[config.mk]
export PLATFORM = sky130hd
export DESIGN_NAME = pipe_ctrl_chain
export DESIGN_NICKNAME = d
export VERILOG_FILES = /design/src/rtl/pipe_ctrl_chain_pkg.sv /design/src/rtl/pipe_ctrl_chain_stage.sv /design/src/rtl/pipe_ctrl_chain.sv
export SDC_FILE = /design/constraint.sdc
export NUM_CORES = 1
export LEC_CHECK = 0
export ABC_AREA = 1
export CORE_MARGIN = 2
export CORE_UTILIZATION = 45
export DETAILED_ROUTE_END_ITERATION = 16
export PLACE_DENSITY = 0.74
export RECOVER_POWER = 25
export SLEW_MARGIN = 30
export SYNTH_ARGS = -nofsm -noshare
export SYNTH_HDL_FRONTEND = slang
export SYNTH_SLANG_ARGS = --single-unit
export TNS_END_PERCENT = 5
[constraint.sdc]
create_clock -name clk -period 1.9 [get_ports clk]
set_clock_uncertainty 0.2 [all_clocks]
set_input_delay 0.57 -clock clk [delete_from_list [all_inputs] [get_ports clk]]
set_output_delay 0.57 -clock clk [all_outputs]
set_load 0.1 [all_outputs]
[src/rtl/pipe_ctrl_chain_pkg.sv]
// Shared definitions for the post-decode control pipeline: bundle layout and
// write-back select encoding.
package pipe_ctrl_chain_pkg;

  localparam int CTRL_W_DEF = 10;

  // Bit offsets of the fields inside one control bundle.
  localparam int F_REG_WR   = 0;
  localparam int F_WR_EN    = 1;
  localparam int F_RD_EN    = 2;
  localparam int F_CSR_RD   = 3;
  localparam int F_CSR_WR   = 4;
  localparam int F_IS_MRET  = 5;
  localparam int F_WB_SEL   = 6;
  localparam int WB_SEL_W   = 2;
  localparam int F_SPARE    = 8;

  typedef enum logic [WB_SEL_W-1:0] {
    WB_ALU = 2'd0,
    WB_MEM = 2'd1,
    WB_CSR = 2'd2,
    WB_PC4 = 2'd3
  } wb_sel_e;

endpackage

[src/rtl/pipe_ctrl_chain_stage.sv]
// One control stage: hold, bubble insertion, flush and valid gating of the
// stored bundle.
module pipe_ctrl_stage
  import pipe_ctrl_chain_pkg::*;
#(
  parameter int CTRL_W = CTRL_W_DEF
) (
  input  logic              clk,
  input  logic              rst_n,
  input  logic              hold,
  input  logic              prev_hold,
  input  logic              flush,
  input  logic [CTRL_W-1:0] load_ctrl,
  input  logic              load_valid,
  output logic [CTRL_W-1:0] q_ctrl,
  output logic              q_valid,
  output logic [CTRL_W-1:0] gated_ctrl
);

  // NOTE: sequential state uses non-blocking assignments so every stage samples
  // its neighbour's pre-edge value; the async reset clears the whole bundle.
  always_ff @(posedge clk or negedge rst_n) begin
    if (!rst_n) begin
      q_valid <= 1'b0;
      q_ctrl  <= '0;
    end else if (flush) begin
      q_valid <= 1'b0;
      q_ctrl  <= '0;
    end else if (!hold) begin
      if (prev_hold) begin
        // Upstream is frozen while this stage drains: emit a bubble.
        q_valid <= 1'b0;
        q_ctrl  <= '0;
      end else begin
        q_valid <= load_valid;
        q_ctrl  <= load_valid ? load_ctrl : '0;
      end
    end
  end

  assign gated_ctrl = q_ctrl & {CTRL_W{q_valid}};

endmodule

[src/rtl/pipe_ctrl_chain.sv]
// Chain of DEPTH control stages after decode with stall/flush handling and a
// retire counter on the last stage.
module pipe_ctrl_chain
  import pipe_ctrl_chain_pkg::*;
#(
  parameter int CTRL_W = CTRL_W_DEF,
  parameter int DEPTH  = 2,
  parameter int CNT_W  = 32
) (
  input  logic                    clk,
  input  logic                    rst_n,
  input  logic [CTRL_W-1:0]       ctrl_in,
  input  logic                    valid_in,
  input  logic [DEPTH-1:0]        stall_vec,
  input  logic [DEPTH-1:0]        flush_vec,
  output logic [DEPTH*CTRL_W-1:0] stage_ctrl,
  output logic [DEPTH-1:0]        stage_valid,
  output logic                    retire,
  output logic [CNT_W-1:0]        retire_cnt
);

  localparam logic [CNT_W-1:0] CNT_ONE = CNT_W'(1);

  logic [DEPTH-1:0]  hold;
  logic [DEPTH-1:0]  st_valid;
  logic [CTRL_W-1:0] st_ctrl [DEPTH];

  // An older stall freezes every younger stage behind it.
  // NOTE: combinational outputs get a default first so no path infers a latch.
  always_comb begin
    hold = '0;
    for (int i = 0; i < DEPTH; i++) begin
      hold[i] = |(stall_vec >> i);
    end
  end

  for (genvar g = 0; g < DEPTH; g++) begin : g_stage
    logic              prev_hold;
    logic [CTRL_W-1:0] load_ctrl;
    logic              load_valid;

    if (g == 0) begin : g_head
      assign prev_hold  = 1'b0;
      assign load_ctrl  = ctrl_in;
      assign load_valid = valid_in;
    end else begin : g_body
      assign prev_hold  = hold[g-1];
      assign load_ctrl  = st_ctrl[g-1];
      assign load_valid = st_valid[g-1];
    end

    pipe_ctrl_stage #(.CTRL_W(CTRL_W)) u_stage (
      .clk        (clk),
      .rst_n      (rst_n),
      .hold       (hold[g]),
      .prev_hold  (prev_hold),
      .flush      (flush_vec[g]),
      .load_ctrl  (load_ctrl),
      .load_valid (load_valid),
      .q_ctrl     (st_ctrl[g]),
      .q_valid    (st_valid[g]),
      .gated_ctrl (stage_ctrl[g*CTRL_W +: CTRL_W])
    );
  end

  assign stage_valid = st_valid;
  assign retire      = st_valid[DEPTH-1] & ~hold[DEPTH-1] & ~flush_vec[DEPTH-1];

  always_ff @(posedge clk or negedge rst_n) begin
    if (!rst_n) begin
      retire_cnt <= '0;
    end else if (retire) begin
      retire_cnt <= retire_cnt + CNT_ONE;
    end
  end

endmodule

==> Yosys cells after proc, flatten, opt, wreduce, memory -nomap -nowiden <==
Index checks and enable logic that the tools add are counted.
{ "word_totals": {"register_bits": 54, "inputBits": 17} }
{ "op_classes": {"add_sub_neg": 1, "bitwise_logic": 6, "n_reduce_logical": 1, "muxes": 12, "eq_ne": 2} }
{ "op_table": {"columns": ["cell", "count"], "rows": [
  ["2-to-1 mux 10 bit", 7],
  ["adder 32 x 1 -> 32 bit (second input constant)", 1],
  ["bitwise AND 10 bit", 2],
  ["2-to-1 mux 1 bit", 5],
  ["bitwise AND 1 bit", 2],
  ["inequality test 2 x 1 -> 1 bit (second input constant)", 1],
  ["inequality test 2 bit (second input constant)", 1],
  ["NOT 1 bit", 2],
  ["OR reduction 2 bit", 1]
]} }

==> Depth between registers and ports, before layout <==
Gate-level depths: netlist of the first run.
{ "logic_depth": {"depth_word": 4, "depth_mapped": 9, "ltp_nobuf": 9} }

==> Hierarchy <==
A second synthesis of the first run with hierarchy kept.
{ "unflattened": {"cells_unflattened": 388, "area_unflattened_um2": 3096.7} }
{ "by_module_without_submodules": {"columns": ["mod", "area_per_inst_um2", "cells_per_inst", "instances"], "rows": [
  ["pipe_ctrl_chain", 1885.6, 242, 1],
  ["pipe_ctrl_stage", 605.6, 73, 2]
]} }

==> Least setup slack after synthesis of the first run <==
OpenSTA, ideal clock, no wires.
{ "synth_timing": {"kind": "register -> register", "startpoint": "register retire_cnt[1]", "endpoint": "register retire_cnt[28]", "slack_ps": -508, "t_arrival_ps": 2094, "path_buffers": 0, "stages_incl_launch_ff": 9, "synth_period_minus_slack_ps": 2408, "setup_ps": 114, "path_cell_list": "dfrtp_1 -> ha_1 -> inv_1 -> nor2_1 -> nand3_2 -> nor2_4 -> nand4_1 -> nand2_1 -> inv_1"} }
{ "synth_between": {"elab_chain_cells": 1} }
{ "synth_lines": {"columns": ["element", "line_no", "text"], "rows": [
  ["start, declared", "pipe_ctrl_chain.sv:19", "output logic [CNT_W-1:0] retire_cnt"],
  ["start signal, assigned", "pipe_ctrl_chain.sv:73", "retire_cnt <= retire_cnt + CNT_ONE;"],
  ["adder 32 x 1 -> 32 bit", "pipe_ctrl_chain.sv:73", null]
]} }
No other way between the ends.
A chain may end at the register's enable or synchronous reset.

==> Worst setup path in the final report of the first run <==
{ "layout_timing": {"startpoint": "register g_stage[1].u_stage.q_valid", "endpoint": "output port retire"} }
{ "layout_between": {"elab_chain_cells": 2} }
{ "layout_lines": {"columns": ["element", "line_no", "text"], "rows": [
  ["start, declared", "pipe_ctrl_chain_stage.sv:16", "output logic q_valid,"],
  ["start signal, assigned", "pipe_ctrl_chain_stage.sv:35", "q_valid <= load_valid;"],
  ["bitwise AND 1 bit (2 in series)", "pipe_ctrl_chain.sv:67", "assign retire = st_valid[DEPTH-1] & ~hold[DEPTH-1] & ~flush_vec[DEPTH-1];"],
  ["end, declared", "pipe_ctrl_chain.sv:18", "output logic retire,"]
]} }
No other way between the ends.

==> flow_metrics.py, run 1 <==
metrics = {
    "layout": {
        "instances_no_fill": 532,
        "area_delta_synth_final_pct": 60.7,
        "layout_commonest_cell": "nand2_1",
        "drive_gt1_share_pct": 31.5,
        "layout_common_cells": "88 x nand2_1, 57 x buf_12, 52 x inv_1, 34 x nor2_1, 34 x dfrtp_1",
        "fin_nets": 474,
        "post-route-util_pct": 75.8,
        "num_antenna_cells": 0,
    },
    "power": {
        "p_leak_nw": 2.02,
        "finalPower_mw": 2.27,
        "ir_drop_mv": 0.545,
        "power_density_nw_per_um2": 497,
    },
    "floorplan": {
        "die_h_um": 83.5,
        "rows": 28,
        "ioPinCount": 72,
        "core_um2": 6030,
        "start_util_pct": 47.2,
        "die_width_um": 83.5,
        "die-area_um2": 6970,
    },
    "drt": {
        "wl_per_cell_um": 13.9,
        "first_iter_violations": 178,
        "drc_errors": 0,
        "vias_per_cell": 5.15,
        "dr.pass1.iters": 4,
        "via_count": 2738,
        "wirelength_um": 7370,
        "drtAntennaViolNets": 0,
    },
    "grt": {
        "gr-usage-all-layers_pct": 21.8,
        "grt_max_degree": 55,
        "grt_pass1_wl_um": 12600,
        "grt_pass1_vias": 2618,
        "grt-ovfl-total": 0,
        "antenna_found_initial": 0,
    },
    "synthesis": {
        "netlist_area_um2": 2840,
        "yosys.area.top_type": "dfrtp_1",
        "synth_nets": 386,
        "synth_compound_area_share_pct": 4.58,
        "synth.avg_cell_area_um2": 7.73,
        "synth_top_family_by_area": "simple AND/OR/NAND/NOR gates",
        "synth_edf_count": 0,
        "synth-async-reset-ratio_pct": 100,
        "synth_top_area_share_pct": 47.5,
        "ys_ff_latch": 54,
        "synthMuxAreaShare_pct": 0,
        "synth_fa_ha_area_share_pct": 0.440,
        "synthCells": 368,
        "synthSimpleGateAreaFrac_pct": 30.2,
        "ys_seq_area_share_pct": 47.5,
        "yosys.area_share.xor_xnor_pct": 6.16,
        "synth_top_flop_cell": "dfrtp_1",
        "yosys_warnings": 0,
        "synthDistinctLibCells": 24,
        "yosys-top-cells-area": "dfrtp_1 48%, nand2_1 13%, inv_1 9.5%",
    },
    "placed_design": {
        "gp_congestion": 0.984,
        "port_buffers": 71,
        "hpwlAfterDp_um": 5720,
        "place_ws_ns": -0.543,
        "dp.cells": 523,
    },
    "worst_setup_path": {
        "arrival_ns": 1.25,
        "critical_path_class": "register to primary output",
        "max_stage_delay_ns": 0.39,
        "cpMostUsedCell": "buf_12",
        "worst-path-buf-inv": 2,
        "critPathTopFamily": "flip-flops",
        "cp-end-kind": "primary output",
        "crit_fanout": 14,
        "slowest_stage": "dfrtp_1",
        "worstPathCellList": "buf_12, nand2_4, nor2_8, buf_12",
        "start_kind": "register",
        "worstPathRequired_ns": 1.13,
    },
    "clock_network": {
        "clk_pin_slew_ns": 0.10,
        "cts_tree": "done",
        "htree_levels": 2,
        "cts.root.buffer_cell": "clkbuf_8",
        "cts_buffers": 5,
        "cts.sinks": 54,
        "clock_path_buffers": 2,
        "insertion_delay_ns": 0.30,
    },
    "sta": {
        "fin_ws_ns": -0.120,
        "fmax_mhz": 495,
        "setup_tns_ns": -1.39,
        "rsz0062_at_grt": "true",
        "maxSlewViolCount": 0,
        "hold_viol": 0,
        "period_needed_ns": 2.02,
        "maxSlewHeadroom_pct": 20.9,
        "setup_viol": 21,
        "min_period_over_period_pct": 106,
        "tightestPinTransition_ns": 1.19,
    },
    "run_status": {
        "status": "finished with violations",
        "violations": "negative setup slack",
    },
    "worst_hold_path": {
        "hp-class": "register to register",
    },
    "run": {
        "maxCapViolations": 0,
    },
}
-- cell type report --
class | count | area, µm²
clock buffers | 7 | 86.3
fillers | 407 | 1460
clock inverters | 1 | 30.0
inverters | 73 | 328
well taps | 75 | 93.8
multi-input cells | 232 | 1220
repair buffers | 90 | 1420
flip-flops and latches | 54 | 1390
-- per-layer routing --
metal  vias to the layer above  part of all wire [%]  wire, µm  GRT usage (%)
met2                       119                    51      3740           36.8
met1                      1302                    42      3110           29.6
li1                       1304                     -         -              -
met5                         -                     0         0              0
met4                         0                   1.2        90           5.28
met3                        13                   5.7       423           3.26
-- worst reg2reg max path: stages (launching register included) --
cell and delay [ns]:
dfrtp_4 0.45, ha_1 0.18, inv_1 0.09, nor2_4 0.19, nand2_1 0.07, nor2_1 0.19
nand2_1 0.13, o21bai_1 0.18, nand2_1 0.07, inv_1 0.05
-- Yosys cell counts, types with 3 or more instances --
library cell,count
xnor2_1,13
o22ai_1,10
dfrtp_1,54
nand2_1,95
nor2_1,36
nand2_2,3
inv_1,72
nand4_1,11
nor3_1,4
clkbuf_1,7
xor2_1,7
nand3_1,28
o21ai_0,12
-- through the flow --
stage	hold WS (ns)	area, µm²
floorplan	0.0744	2960
finish	0.326	4570
CTS	0.0579	4570
detailed placement	0.304	4440
global placement	0.297	4440
global route	0.349	4570
-- flip-flops by register name (all words and copies together), names as in the netlist --
| name | count |
|---|---|
| g_stage.u_stage.q_ctrl | 20 |
| retire_cnt | 32 |
| g_stage.u_stage.q_valid | 2 |
-- final timing paths --
check / startpoint / endpoint / slack (ns) / depth (start not counted)
max in group asynchronous: rst_n / retire_cnt[6] / 0.25 / 2
hold reg to reg: g_stage[1].u_stage.q_ctrl[6] / g_stage[1].u_stage.q_ctrl[6] / 0.33 / 2
min in group asynchronous: rst_n / retire_cnt[8] / 0.39 / 2
setup reg to reg: retire_cnt[1] / retire_cnt[14] / 0.06 / 9
hold / removal: g_stage[1].u_stage.q_ctrl[6] / g_stage[1].u_stage.q_ctrl[6] / 0.33 / 2
setup / recovery: g_stage[1].u_stage.q_valid / retire / -0.12 / 4
-- cells by family after synthesis --
group                    after synthesis
AND/OR/NAND/NOR                      188
adder cells (fa/ha/maj)                1
AO/OA/AOI/OAI                         23
flip-flops                            54
buffers and inverters                 82
XOR/XNOR                              20
-- repair_timing --
action,CTS,global route
gates resized for setup,20,5
endpoints found under the setup margin,69,24
setup buffers,1,0
hold buffers,0,0
-- power by group --
group / switching (mW) / total [mW] / internal [mW] / leakage [nW]
clock network: 0.368 / 0.799 / 0.430 / 0.0585
registers: 0.0198 / 1.19 / 1.17 / 0.693
logic: 0.176 / 0.279 / 0.103 / 1.27
Power figures use the tool's default switching activity.
==> run 2, diff against run 1 <==
CORE_UTILIZATION = 49   (was 45)
PLACE_DENSITY = 0.8   (was 0.74)
==> flow_metrics.py, run 2 (same netlist as run 1, synthesis figures left out) <==
metrics = {
    "grt": {
        "grt_pass1_wl_um": 13800,
        "grt-ovfl-total": 0,
        "antenna_found_initial": 0,
        "gr-usage-all-layers_pct": 28.1,
        "grt_pass1_vias": 2903,
        "grt_max_degree": 20,
    },
    "floorplan": {
        "ioPinCount": 72,
        "core_um2": 5540,
        "die_width_um": 80.2,
        "die-area_um2": 6430,
        "die_h_um": 80.2,
        "rows": 27,
        "start_util_pct": 51.3,
    },
    "placed_design": {
        "placed_area_um2": 4460,
        "hpwlAfterDp_um": 6430,
        "place_ws_ns": -0.495,
        "port_buffers": 71,
        "gp_congestion": 0.967,
    },
    "worst_setup_path": {
        "start_kind": "register",
        "reg2reg_depth": 7,
        "crit_path_start": "g_stage[1].u_stage.q_valid",
        "critical_path_class": "register to primary output",
        "cp-end-kind": "primary output",
        "max_stage_delay_ns": 0.46,
        "worstPathRequired_ns": 1.13,
        "worstPathCellList": "buf_8, nand2_4, clkinvlp_4, buf_12",
        "r2r-end": "retire_cnt[29]",
        "arrival_ns": 1.28,
        "crit_path_end": "stage_ctrl[16]",
        "slowest_stage": "dfrtp_2",
        "r2r-start": "retire_cnt[0]",
        "rrSetupSlack_ns": 0.06,
        "crit_fanout": 5,
    },
    "clock_network": {
        "clk_pin_slew_ns": 0.09,
        "htree_levels": 2,
        "clock_path_buffers": 2,
        "cts.root.buffer_cell": "clkbuf_8",
        "cts_tree": "done",
        "cts.sinks": 54,
        "cts_buffers": 5,
        "insertion_delay_ns": 0.32,
        "hold_buffers": 0,
    },
    "sta": {
        "whs_ns": 0.173,
        "setup_tns_ns": -2.03,
        "min_period_over_period_pct": 108,
        "tightestPinTransition_ns": 0.948,
        "rsz0062_at_grt": "true",
        "maxSlewViolCount": 0,
        "fmax_mhz": 488,
        "period_needed_ns": 2.05,
        "setup_viol": 22,
        "maxSlewHeadroom_pct": 36.8,
        "fin_ws_ns": -0.151,
        "hold_viol": 0,
    },
    "drt": {
        "dr.pass1.iters": 6,
        "wirelength_um": 8990,
        "drc_errors": 0,
        "wl_per_cell_um": 16.8,
        "vias_per_cell": 5.39,
        "first_iter_violations": 239,
        "via_count": 2889,
        "drtAntennaViolNets": 0,
    },
    "power": {
        "ir_drop_mv": 0.385,
        "pwr-share-clk_pct": 30.1,
        "power.internal_mw": 1.54,
        "power_density_nw_per_um2": 459,
        "pwr-share-comb_pct": 13.9,
        "finalPower_mw": 2.13,
        "seq_power_share_pct": 56.0,
        "switchingPower_uw": 587,
        "swShare_pct": 27.5,
        "p_leak_nw": 2.16,
    },
    "run_status": {
        "status": "finished with violations",
        "violations": "negative setup slack",
    },
    "layout": {
        "fin_nets": 481,
        "num_antenna_cells": 0,
        "layout_commonest_cell": "nand2_1",
        "largest_reg_flops": 32,
        "regMostFlops": "retire_cnt",
        "drive_gt1_share_pct": 33.0,
        "area_delta_synth_final_pct": 63.2,
        "final_area_um2": 4640,
        "top_regs": "retire_cnt: 32 flops, g_stage.u_stage.q_ctrl: 20 flops, g_stage.u_stage.q_valid: 2 flops",
        "layout_common_cells": "85 x nand2_1, 55 x inv_1, 55 x buf_12, 33 x dfrtp_1, 30 x nor2_1",
    },
    "worst_hold_path": {
        "hp-class": "input port to asynchronous set/reset pin",
    },
    "run": {
        "maxCapViolations": 0,
    },
}
[run 2: power groups by stage]
stage                     registers (mW)  logic [mW]  clock network (mW)
after floorplan                     1.28      0.0750                   0
after global placement              1.21       0.285                   0
after detailed placement            1.21       0.294                   0
after CTS                           1.19       0.299               0.631
after global routing                1.20       0.314               0.695
final                               1.19       0.296               0.642
[run 2: layout make-up]
class,count,area [µm²]
clock buffers,8,80.1
fillers,270,900
inverters,73,328
multi-input cells,232,1280
flip-flops and latches,54,1390
well taps,72,90.1
repair buffers,97,1470
[run 2: worst min-delay path by stage]
stage                                   endpoint                         start  depth (start not counted)
floorplan           g_stage[0].u_stage.q_ctrl[0]                         rst_n                          0
global placement    g_stage[1].u_stage.q_ctrl[0]  g_stage[1].u_stage.q_ctrl[0]                          2
detailed placement  g_stage[1].u_stage.q_ctrl[4]  g_stage[1].u_stage.q_ctrl[4]                          2
CTS                 g_stage[1].u_stage.q_ctrl[5]                         rst_n                          1
global route        g_stage[1].u_stage.q_ctrl[5]                         rst_n                          1
finish                             retire_cnt[0]                         rst_n                          1
[run 2: worst max-delay path, delay by kind of cell (launching register included)]
family,cells,cell delay (ns)
buffers and inverters,3,0.44
DFF,1,0.46
and+or+nand+nor,1,0.07
[run 2: routing by layer]
metal / vias to the layer above / share of wire (%) / global-route usage, % / wire length [µm]
met5: - / 0 / 0 / 0
li1: 1320 / - / - / -
met2: 164 / 53 / 50.6 / 4790
met1: 1371 / 36 / 32.4 / 3210
met4: 0 / 3.3 / 10.5 / 301
met3: 34 / 7.7 / 6.29 / 690
[run 2: repair_timing]
item | 4_1_cts | 5_1_grt
hold endpoints to repair | 0 | 0
gates resized for setup | 31 | 15
endpoints found under the setup margin | 40 | 31
buffers inserted | 1 | 1
pin swaps | 1 | 2
gates cloned | 0 | 1
[run 2: per-stage QoR]
| step | cells | utilization [%] |
|---|---|---|
| after floorplan | 368 | - |
| after global placement | 525 | 80.5 |
| after detailed placement | 525 | 80.5 |
| after CTS | 534 | 83.2 |
| after global routing | 536 | 83.8 |
| final | 536 | 83.8 |
